[config.mk]
export PLATFORM = sky130hd
export DESIGN_NAME = bp_table
export DESIGN_NICKNAME = d
export VERILOG_FILES = /design/src/rtl/bp_table.sv
export SDC_FILE = /design/constraint.sdc
export NUM_CORES = 1
export LEC_CHECK = 0
export CAP_MARGIN = 20
export CORE_MARGIN = 2
export CORE_UTILIZATION = 35
export DETAILED_ROUTE_END_ITERATION = 16
export PLACE_DENSITY = 0.5
export SYNTH_ARGS = -nofsm -noshare
export SYNTH_HDL_FRONTEND = slang
export SYNTH_SLANG_ARGS = --single-unit
[constraint.sdc]
create_clock -name clk -period 9.99 [get_ports clk]
set_input_delay 0.999 -clock clk [delete_from_list [all_inputs] [get_ports clk]]
set_output_delay 0.999 -clock clk [all_outputs]
set_load 0.01 [all_outputs]
[src/rtl/bp_table.sv]
// bp_table: direct-mapped, tagged table of 2-bit saturating branch
// prediction counters. The fetch side gets a registered guess one cycle after
// lookup. The execute side allocates an entry or updates its counter for each
// resolved branch.
module bp_table #(
    parameter int PC_WIDTH = 32,
    parameter int LINES    = 32,
    parameter int IDX_BITS = $clog2(LINES),
    parameter int TAG_BITS = PC_WIDTH - IDX_BITS - 2
) (
    input  logic                clk,
    input  logic                rst_n,
    input  logic                stall,
    input  logic [PC_WIDTH-1:0] pc_guess,
    input  logic                is_br_guess,
    output logic                br_pred_taken,
    output logic                br_pred_hit,
    input  logic [PC_WIDTH-1:0] pc_check,
    input  logic                is_br_check,
    input  logic                br_taken_check
);

    // Core-wide counter encoding; bit 1 is the taken prediction.
    typedef enum logic [1:0] {
        CTR_WNT = 2'b00,
        CTR_SNT = 2'b01,
        CTR_ST  = 2'b10,
        CTR_WT  = 2'b11
    } ctr_e;

    logic [LINES-1:0]    valid_q;
    logic [TAG_BITS-1:0] tag_q [LINES];
    ctr_e                ctr_q [LINES];

    logic [IDX_BITS-1:0] wr_idx;
    logic [TAG_BITS-1:0] wr_tag;
    logic [IDX_BITS-1:0] rd_idx;
    logic [TAG_BITS-1:0] rd_tag;

    logic                wr_hit;
    ctr_e                wr_ctr;

    logic                collide;
    logic                rd_valid;
    logic [TAG_BITS-1:0] rd_entry_tag;
    ctr_e                rd_ctr;
    logic                hit_next;
    logic                taken_next;

    // Byte-offset bits of the PCs are not used for indexing or tagging.
    logic unused_pc_lsbs;
    assign unused_pc_lsbs = ^{pc_guess[1:0], pc_check[1:0]};

    assign wr_idx = pc_check[IDX_BITS+1:2];
    assign wr_tag = pc_check[PC_WIDTH-1:IDX_BITS+2];
    assign rd_idx = pc_guess[IDX_BITS+1:2];
    assign rd_tag = pc_guess[PC_WIDTH-1:IDX_BITS+2];

    function automatic ctr_e ctr_next(input ctr_e c, input logic taken);
        ctr_e n;
        n = c;
        case (c)
            CTR_ST:  n = taken ? CTR_ST  : CTR_WT;
            CTR_WT:  n = taken ? CTR_ST  : CTR_SNT;
            CTR_SNT: n = taken ? CTR_WNT : CTR_SNT;
            CTR_WNT: n = taken ? CTR_ST  : CTR_SNT;
            default: n = c;
        endcase
        return n;
    endfunction

    // Counter value the update port will write: step on hit, fresh weak state on miss.
    always_comb begin
        wr_hit = valid_q[wr_idx] && (tag_q[wr_idx] == wr_tag);
        wr_ctr = br_taken_check ? CTR_WT : CTR_WNT;
        if (wr_hit) begin
            wr_ctr = ctr_next(ctr_q[wr_idx], br_taken_check);
        end
    end

    // Lookup with write-first bypass so a same-index update is already visible.
    always_comb begin
        collide      = is_br_check && (wr_idx == rd_idx);
        rd_valid     = valid_q[rd_idx];
        rd_entry_tag = tag_q[rd_idx];
        rd_ctr       = ctr_q[rd_idx];
        if (collide) begin
            rd_valid     = 1'b1;
            rd_entry_tag = wr_tag;
            rd_ctr       = wr_ctr;
        end
        hit_next   = is_br_guess && rd_valid && (rd_entry_tag == rd_tag);
        taken_next = hit_next && rd_ctr[1];
    end

    // Valid bits: cleared by reset, set on every update (allocation or hit).
    always_ff @(posedge clk or negedge rst_n) begin
        if (!rst_n) begin
            valid_q <= '0;
        end else if (is_br_check) begin
            valid_q[wr_idx] <= 1'b1;
        end
    end

    // Tag and counter storage; unreset because valid gates every use.
    always_ff @(posedge clk) begin
        if (is_br_check) begin
            tag_q[wr_idx] <= wr_tag;
            ctr_q[wr_idx] <= wr_ctr;
        end
    end

    // Prediction output register, frozen while fetch is stalled.
    always_ff @(posedge clk or negedge rst_n) begin
        if (!rst_n) begin
            br_pred_hit   <= 1'b0;
            br_pred_taken <= 1'b0;
        end else if (!stall) begin
            br_pred_hit   <= hit_next;
            br_pred_taken <= taken_next;
        end
    end

endmodule

# Word level (Yosys, flattened, before mapping)
# Memories as Yosys holds them, arrays and structs flattened.
# Index checks and enable logic that the tools add are counted.
# W data, S select, Z words.
dict set report classes {
  magnitude_cmp 3
  n_reduce_logical 8
  mux 17
  n_bitwise 1
  eq_ne 6
}
# cell count
set op_table {}
lappend op_table {{$eq A25 B25 Y1} 2}
lappend op_table {{$or A32 B32 Y32} 1}
lappend op_table {{$mux W25} 1}
lappend op_table {{$lt A5 B6 Y1 const B} 2}
lappend op_table {{$bmux W1 S5} 2}
lappend op_table {{$mux W1} 8}
lappend op_table {{$mux W2} 4}
lappend op_table {{$logic_and A1 B1 Y1} 6}
lappend op_table {{$pmux W2 S3} 1}
lappend op_table {{$demux W1 S5} 1}
lappend op_table {{$eq A5 B5 Y1} 1}
lappend op_table {{$ge A5 B1 Y1 const B} 1}
lappend op_table {{$eq A2 B2 Y1 const B} 2}
lappend op_table {{$eq A2 B1 Y1 const B} 1}
lappend op_table {{$logic_not A2 Y1} 1}
lappend op_table {{$reduce_or A2 Y1} 1}
dict set report totals {
  regBits 34
  wordCells 40
  ram_bits 864
  output_inout_bits 2
  inputBits 70
  n_memories 2
}
# name depth word_bits read_ports rd_clocked_by_memory_dff wr line_no
set mem_list {}
lappend mem_list {tag_q 32 25 2 0 1 32} ;# logic [TAG_BITS-1:0] tag_q [LINES];
lappend mem_list {ctr_q 32 2 2 0 1 33} ;# ctr_e ctr_q [LINES];

# Depth between registers and ports, before layout
# Gate-level depths: netlist of the first run.
# An unclocked memory read counts as a cell.
dict set report logic_depth {
  word_depth 7
  mapped_depth 17
  depth_no_buf 11
}

# Worst setup path before layout of the first run
# OpenSTA, ideal clock, no wires.
dict set report synth_path {
  path_type {input port to flip-flop}
  startpoint {in pc_check[2]}
  endpoint {mem ctr_q[0][1] in the netlist's numbering (data pin)}
  path_buffers 6
  setup_time_ns 0.338
  stages 14
  arrival_time_ns 4.714
  setup_slack_ns 4.938
  cell_sequence {buf_2 > buf_6 > buf_6 > buf_2 > buf_2 > buf_1 > mux4_2 > a211oi_1 > o311ai_0 > ha_1 > a221oi_1 > nand4bb_1 > o41a_1 > a21o_1}
}
dict set report synth_between {
  elab_chain_cells 5
}
# item line_no
set synth_lines {}
lappend synth_lines {{start, declared} 18} ;# input logic [PC_WIDTH-1:0] pc_check,
lappend synth_lines {{$mem_v2 Z32 W2} --}
lappend synth_lines {{$eq A2 B2 Y1 or $logic_not A2 Y1 (tied branches)} 62} ;# case (c)
lappend synth_lines {{$reduce_or A2 Y1 (no line)} --}
lappend synth_lines {{$pmux W2 S3} 62}
lappend synth_lines {{$mux W2 (*)} 76} ;# if (wr_hit) begin
lappend synth_lines {{net wr_ctr[1]} 41} ;# ctr_e wr_ctr;
lappend synth_lines {{end, declared} 33}
# The timed path passes the listed nets; every way through them passes the cells marked *. The select of a mux whose other input is x is not followed.

# Worst setup path in the final report of the first run
dict set report layout_path {
  startpoint {in pc_check[2]}
  endpoint {mem ctr_q[27][1] in the netlist's numbering (data pin)}
}
# Same word-level chain as after synthesis.

==> results of run 1 <==
[final cells by class]
type	count	area (um2)
tap	1612	2020
multi-input combinational	1456	15000
inverter	23	86.3
clock inverter	48	353
clock buffer	136	2760
sequential	898	26800
fill	10893	71700
timing repair buffer	182	1570
[flip-flops by register name, indices dropped and copies added, names as in the netlist]
register,count
ctr_q,64
br_pred_taken,1
tag_q,800
br_pred_hit,1
valid_q,32
[synth_stat cells (all sizes together) (5+ instances only)]
master / instances
a21oi: 27
nor2: 56
xor2: 13
nand4b: 5
or2: 34
nand3: 23
inv: 23
xnor2: 17
a22oi: 25
nand4: 14
buf: 134
clkbuf: 47
nand2b: 7
a31oi: 5
o21ai: 13
mux2i: 487
nor3: 7
mux4: 228
dfrtp: 34
a21o: 5
nor2b: 11
and3: 15
nand3b: 7
o22ai: 218
nor4b: 5
nor4: 61
a32oi: 10
nand4bb: 7
a221oi: 10
a311oi: 5
nand2: 80
edfxtp: 864
[through the flow]
step                 util  instance area (um2)  setup WS, ps  std cells
CTS                 0.404                48500          4140       4355
global placement    0.378                45400          3560       4169
global route        0.404                48500          3800       4355
detailed placement  0.378                45400          3430       4171
floorplan               -                42600          4940       2558
finish              0.404                48500          3840       4355
[power groups by stage]
stage	Combinational (mW)	Sequential (mW)	Clock, mW
floorplan	0.494	4.30	0
global route	0.875	4.25	3.77
detailed placement	0.831	4.32	0
finish	0.841	4.24	3.59
global placement	0.824	4.31	0
CTS	0.834	4.24	3.62
[kinds of logic (layout without fill, tap and decap cells)]
family	after synthesis	in the layout
xor gates and xnor gates	30	30
and+or+nand+nor	351	351
buffers and inverters	204	389
adders and majority gates	1	1
muxes	719	719
DFF	898	898
AOI/OAI and AO/OA	355	355
[worst min-delay path by stage]
stage / endpoint / slack, ps / start / cells after the start
after floorplan: valid_q[10]$_DFFE_PN0P_ / 450 / valid_q[10]$_DFFE_PN0P_ / 1
after global placement: valid_q[23]$_DFFE_PN0P_ / 460 / valid_q[23]$_DFFE_PN0P_ / 1
after detailed placement: br_pred_hit$_DFFE_PN0N_ / 480 / br_pred_hit$_DFFE_PN0N_ / 2
after CTS: br_pred_taken$_DFFE_PN0N_ / 470 / rst_n / 1
after global routing: valid_q[15]$_DFFE_PN0P_ / 510 / valid_q[15]$_DFFE_PN0P_ / 1
final: valid_q[27]$_DFFE_PN0P_ / 460 / rst_n / 1
[worst max-delay path, delay by kind of cell]
family	cells	cell delay (ps)
buffers and inverters	2	1510
AOI/OAI and AO/OA	3	1220
and+or+nand+nor	4	2050
muxes	1	350
[metal layers]
metal | global-route usage | wire length, um
met1 | 0.348 | 67500
met2 | 0.419 | 77600
met3 | 0.0424 | 12700
met4 | 0.0908 | 5940
met5 | 0 | 0
==> run metrics, run 1 <==
outcome=finished clean; Power Total=8.67 mW; max cap viols=0; post-synthesis mux area share=0.236; CTS root buf=clkbuf_16; ratio of cells with drive above 1 in the final layout=0.214; Cell Rows=127; Clock Latency Late Sink=700 ps; Setup TNS Final=0 ps; reg2reg end=ctr_q[27][1]$_DFFE_PP_; Avg Cell Area, Syn=about 17 um2; Die Ht=353 um; gp weighted congestion=0.836; Critical Path AT=6480 ps; Worst Setup EP=ctr_q[27][1]$_DFFE_PP_; #FFs+latches synth=about 900; crit-path cells=buf_8 > buf_4 > mux2i_1 > o22ai_1 > nor4_1 > a21oi_1 > nor4b_1 > nand4_1 > nor4_1 > a21o_1; Clock Power Share=0.414; Setup CP Type=in -> reg; Tcrit/Tclk final=0.615; post-CTS setup repair buffer count=0; worst-margin pin slew=1120 ps; pin count of the biggest net entering global routing=95; CP startpoint=pc_check[2]; Setup Skew=28.3 ps; H-tree depth=3; Slew HR=0.250; Layout Area Growth over Synthesis=14.0%; switching power=2.11 mW; crit-path max cell delay=approximately 950 ps; Antenna Cells=0; Synth top area share=0.609; clock-pin slew on the worst setup and hold paths=60 ps; hold slack=463 ps; Reg2Reg Setup Slack=5730 ps; core area=120,000 um2; Initial DRC Count=3,447; Synth Area in Adders=0.000294; largest family of logic cells by synthesized area=multiplexers; worst-case reg-to-reg path depth=8; Post-synth top flop=edfxtp_1; Period minus WS final=6150 ps; post-synthesis net count=about 2,600; Avg Vias per Cell=approximately 6.2; P_int=6.56 mW; CTS Buf Count=101; CTS sink count=roughly 900; Layout Nets=2,733; cts repair resizes=0; Hold WC Path Type=in -> async; vias in the first global route=27,098; CP max stage cell=buf_4; sequential-to-total area share from yosys stat=0.629; starting density of the core=0.354; Final Max Tran Viols=0; DPL Wire Length=92,600 um; largest area contributor in the netlist=edfxtp_1; Flop pwr share=0.489; xor and xnor area share after synthesis=0.00634; initial antenna violation count=1; Synth Area in Compound Gates=0.0561; Synthesis Warnings=0; top cells by area, synth=edfxtp_1 61%, mux4_2 12%, mux2i_1 11%, o22ai_1 3.2%, dfrtp_1 2.0%; CTS tree=yes; most common cell after layout, fill and taps aside=edfxtp_1; FFs w/ async S/R, synth=0.0379; final setup vio count=0; chip width=353 um; most frequent cells in the layout=864 x edfxtp_1, 487 x mux2i_1, 228 x mux4_2, 218 x o22ai_1, 111 x buf_4; Crit Reg-Reg Startpoint=tag_q[30][4]$_DFFE_PP_; routed len/inst=around 38 um; Hold Violations, Final=0; first-pass GRT wire length=about 220,000 um; CTS hold repair buffers=0; Tot GR Track Use=0.257; Peak VDD IR=0.132 mV; clock tree buffer depth=3; Max Freq=163 MHz; Cells after Synth=2,558; pwr dens=179 nW/um2; Post-DRT Antenna Nets=0; Unique masters post-synth=76; critical path required time=10,330 ps; CP Capture Type=flip-flop; EDFF count, synth=864; Ports=just over 70; simple-gate share of the synthesized area=0.0456; LEAKAGE=16.4 nW; DRT Wirelength=164,000 um; RSZ-0062 raised after global routing=no; DRC=0; Syn Std Cell Area=42,600 um2; Buffers on Ports=67; Logic pwr share=0.097; gr ovfl total=0; die area=125,000 um2; CP startpoint kind=input pin; Pre-antenna DRT Iters=6; sw frac=0.243; DR vias=between 20,000 and 30,000; worst-path maximum fanout=82; Critical Path Most Common Cell=nor4_1
(Power assumes the default switching activity.)
==> run 2: changes to the inputs <==
==> constraint.sdc (replaced) <==
create_clock -name clk -period 6.3 [get_ports clk]
set_input_delay 0.63 -clock clk [delete_from_list [all_inputs] [get_ports clk]]
set_output_delay 0.63 -clock clk [all_outputs]
set_load 0.01 [all_outputs]
==> run metrics, run 2 (same netlist as run 1, synthesis figures left out) <==
worst-path maximum fanout=32 (was 82); Post-DRT Antenna Nets=0 (unchanged); Pre-antenna DRT Iters=7 (was 6); max cap viols=0 (unchanged); CTS tree=yes (unchanged); Setup TNS Final=0 ps (unchanged); placed cells=4,236 (was 4,171); RSZ-0062 raised after global routing=no (unchanged); Layout Area Growth over Synthesis=15.8% (was 14.0%); Hold Violations, Final=0 (unchanged); first-pass GRT wire length=226,000 um (was 223,000 um); LEAKAGE=16.9 nW (was 16.4 nW); die area=125,000 um2 (unchanged); routed len/inst=37.3 um (was 37.6 um); cts repair resizes=0 (unchanged); max reg flops=800 (unchanged); DPL Wire Length=101,000 um (was 92,600 um); Ports=72 (unchanged); starting density of the core=0.354 (unchanged); Critical Path AT=5770 ps (was 6480 ps); vias in the first global route=27,614 (was 27,098); fillers=10,889 (was 10,893); DR vias=27,402 (was 27,153); Die Ht=353 um (unchanged); Clock Latency Late Sink=690 ps (was 700 ps); worst-case reg-to-reg path depth=10 (was 8); Tcrit/Tclk final=0.862; gp weighted congestion=0.883 (was 0.836); DRC=0 (unchanged); CP startpoint kind=input pin (unchanged); Antenna Cells=0 (unchanged); Buffers on Ports=67 (unchanged); CTS sink count=898 (unchanged); Final Max Tran Viols=0 (unchanged); setup slack after layout=868 ps (was 3840 ps); Slew HR=0.251 (was 0.250); DRT Wirelength=165,000 um (was 164,000 um); Period minus WS final=5430 ps; hold slack=98.7 ps (was 463 ps); final setup vio count=0 (unchanged); CTS Buf Count=100 (was 101); most frequent cells in the layout=864 x edfxtp_1, 487 x mux2i_1, 228 x mux4_2, 218 x o22ai_1, 155 x buf_4 (was 864 x edfxtp_1, 487 x mux2i_1, 228 x mux4_2, 218 x o22ai_1, 111 x buf_4); gr ovfl total=0 (unchanged); Power Total=13.8 mW (was 8.67 mW); ratio of cells with drive above 1 in the final layout=0.232 (was 0.214); Avg Vias per Cell=6.20 (was 6.23); CTS root buf=clkbuf_16 (unchanged); post-CTS setup repair buffer count=0 (unchanged); initial antenna violation count=5 (was 1); outcome=finished clean (unchanged); core area=120,000 um2 (unchanged); pre-CTS WS=279 ps (was 3430 ps); pwr dens=280 nW/um2 (was 179 nW/um2); Most flops, register=tag_q (unchanged); Setup CP Type=in -> reg (unchanged); Layout Nets=2,797 (was 2,733); CTS hold repair buffers=0 (unchanged); most common cell after layout, fill and taps aside=edfxtp_1 (unchanged); H-tree depth=3 (unchanged); CP Capture Type=flip-flop (unchanged); Setup Skew=32.2 ps (was 28.3 ps); Tot GR Track Use=0.260 (was 0.257); Cell Rows=127 (unchanged); biggest registers after layout=tag_q x800, ctr_q x64, valid_q x32 (unchanged); Final Non-Filler Cells=4,418 (was 4,355); pin count of the biggest net entering global routing=64 (was 95); critical path required time=6630 ps (was 10,330 ps); clock-pin slew on the worst setup and hold paths=60 ps (about the same); Initial DRC Count=3,527 (was 3,447); Max Freq=184 MHz; chip width=353 um (unchanged); clock tree buffer depth=3 (unchanged); Hold WC Path Type=in -> async (unchanged); Peak VDD IR=0.208 mV (was 0.132 mV); worst-margin pin slew=1120 ps (about the same)
-- run 2: cell types whose count changed in the layout (fill, tap and decap cells not counted), sizes merged --
cell | previous run | this run
clkbuf | 138 | 132
buf | 120 | 185
clkinvlp | 2 | 1
clkinv | 39 | 40
bufinv | 4 | 8
-- run 2: worst paths after layout --
| kind | start | to | slack [ps] |
|---|---|---|---|
| max | pc_check[4] | ctr_q[6][1]$_DFFE_PP_ | 870 |
| max in group asynchronous | rst_n | valid_q[4]$_DFFE_PN0P_ | 5590 |
| min reg2reg | br_pred_hit$_DFFE_PN0N_ | br_pred_hit$_DFFE_PN0N_ | 490 |
| min in group clk | br_pred_hit$_DFFE_PN0N_ | br_pred_hit$_DFFE_PN0N_ | 490 |
| max reg2reg | tag_q[13][1]$_DFFE_PP_ | ctr_q[6][1]$_DFFE_PP_ | 2120 |
| min | rst_n | br_pred_hit$_DFFE_PN0N_ | 100 |
-- run 2: metrics by stage --
step	util	area, um2
after global placement	0.383	46100
after global routing	0.410	49300
after CTS	0.410	49300
after detailed placement	0.384	46200
final	0.410	49300
after floorplan	-	42600
-- run 2: cell type report --
cell class | instances | area (um2) | area share
flip-flops and latches | 898 | 26800 | 0.543
clock buffers | 130 | 2680 | 0.0543
repair buffers | 247 | 2350 | 0.0477
multi-input cells | 1456 | 15000 | 0.303
inverters | 23 | 86.3 | 0.00175
clock inverters | 52 | 450 | 0.00913
well taps | 1612 | 2020 | 0.0409
-- run 2: critical path, cell delays in order --
cell and delay [ps]:
clkdlybuf4s50_1 1020, or4b_2 470, buf_12 300, o22ai_1 120, nor4_1 580, a21oi_1 360, nor4_1 550, buf_4 200
nand4_1 110, buf_4 170, nor4_1 390, a21o_1 780
-- run 2: metal layers --
| layer | global-route usage | vias to the layer above | part of all wire |
|---|---|---|---|
| met5 | 0 | - | 0.000067 |
| met4 | 0.0946 | 2 | 0.038 |
| met3 | 0.0501 | 296 | 0.090 |
| met2 | 0.419 | 1516 | 0.47 |
| met1 | 0.351 | 14588 | 0.40 |
| li1 | - | 11000 | - |
-- run 2: report_power, final --
part           internal, mW  switching [mW]
clock network          3.31            2.42
logic                 0.551           0.822
registers              6.66          0.0616
total                  10.5            3.30
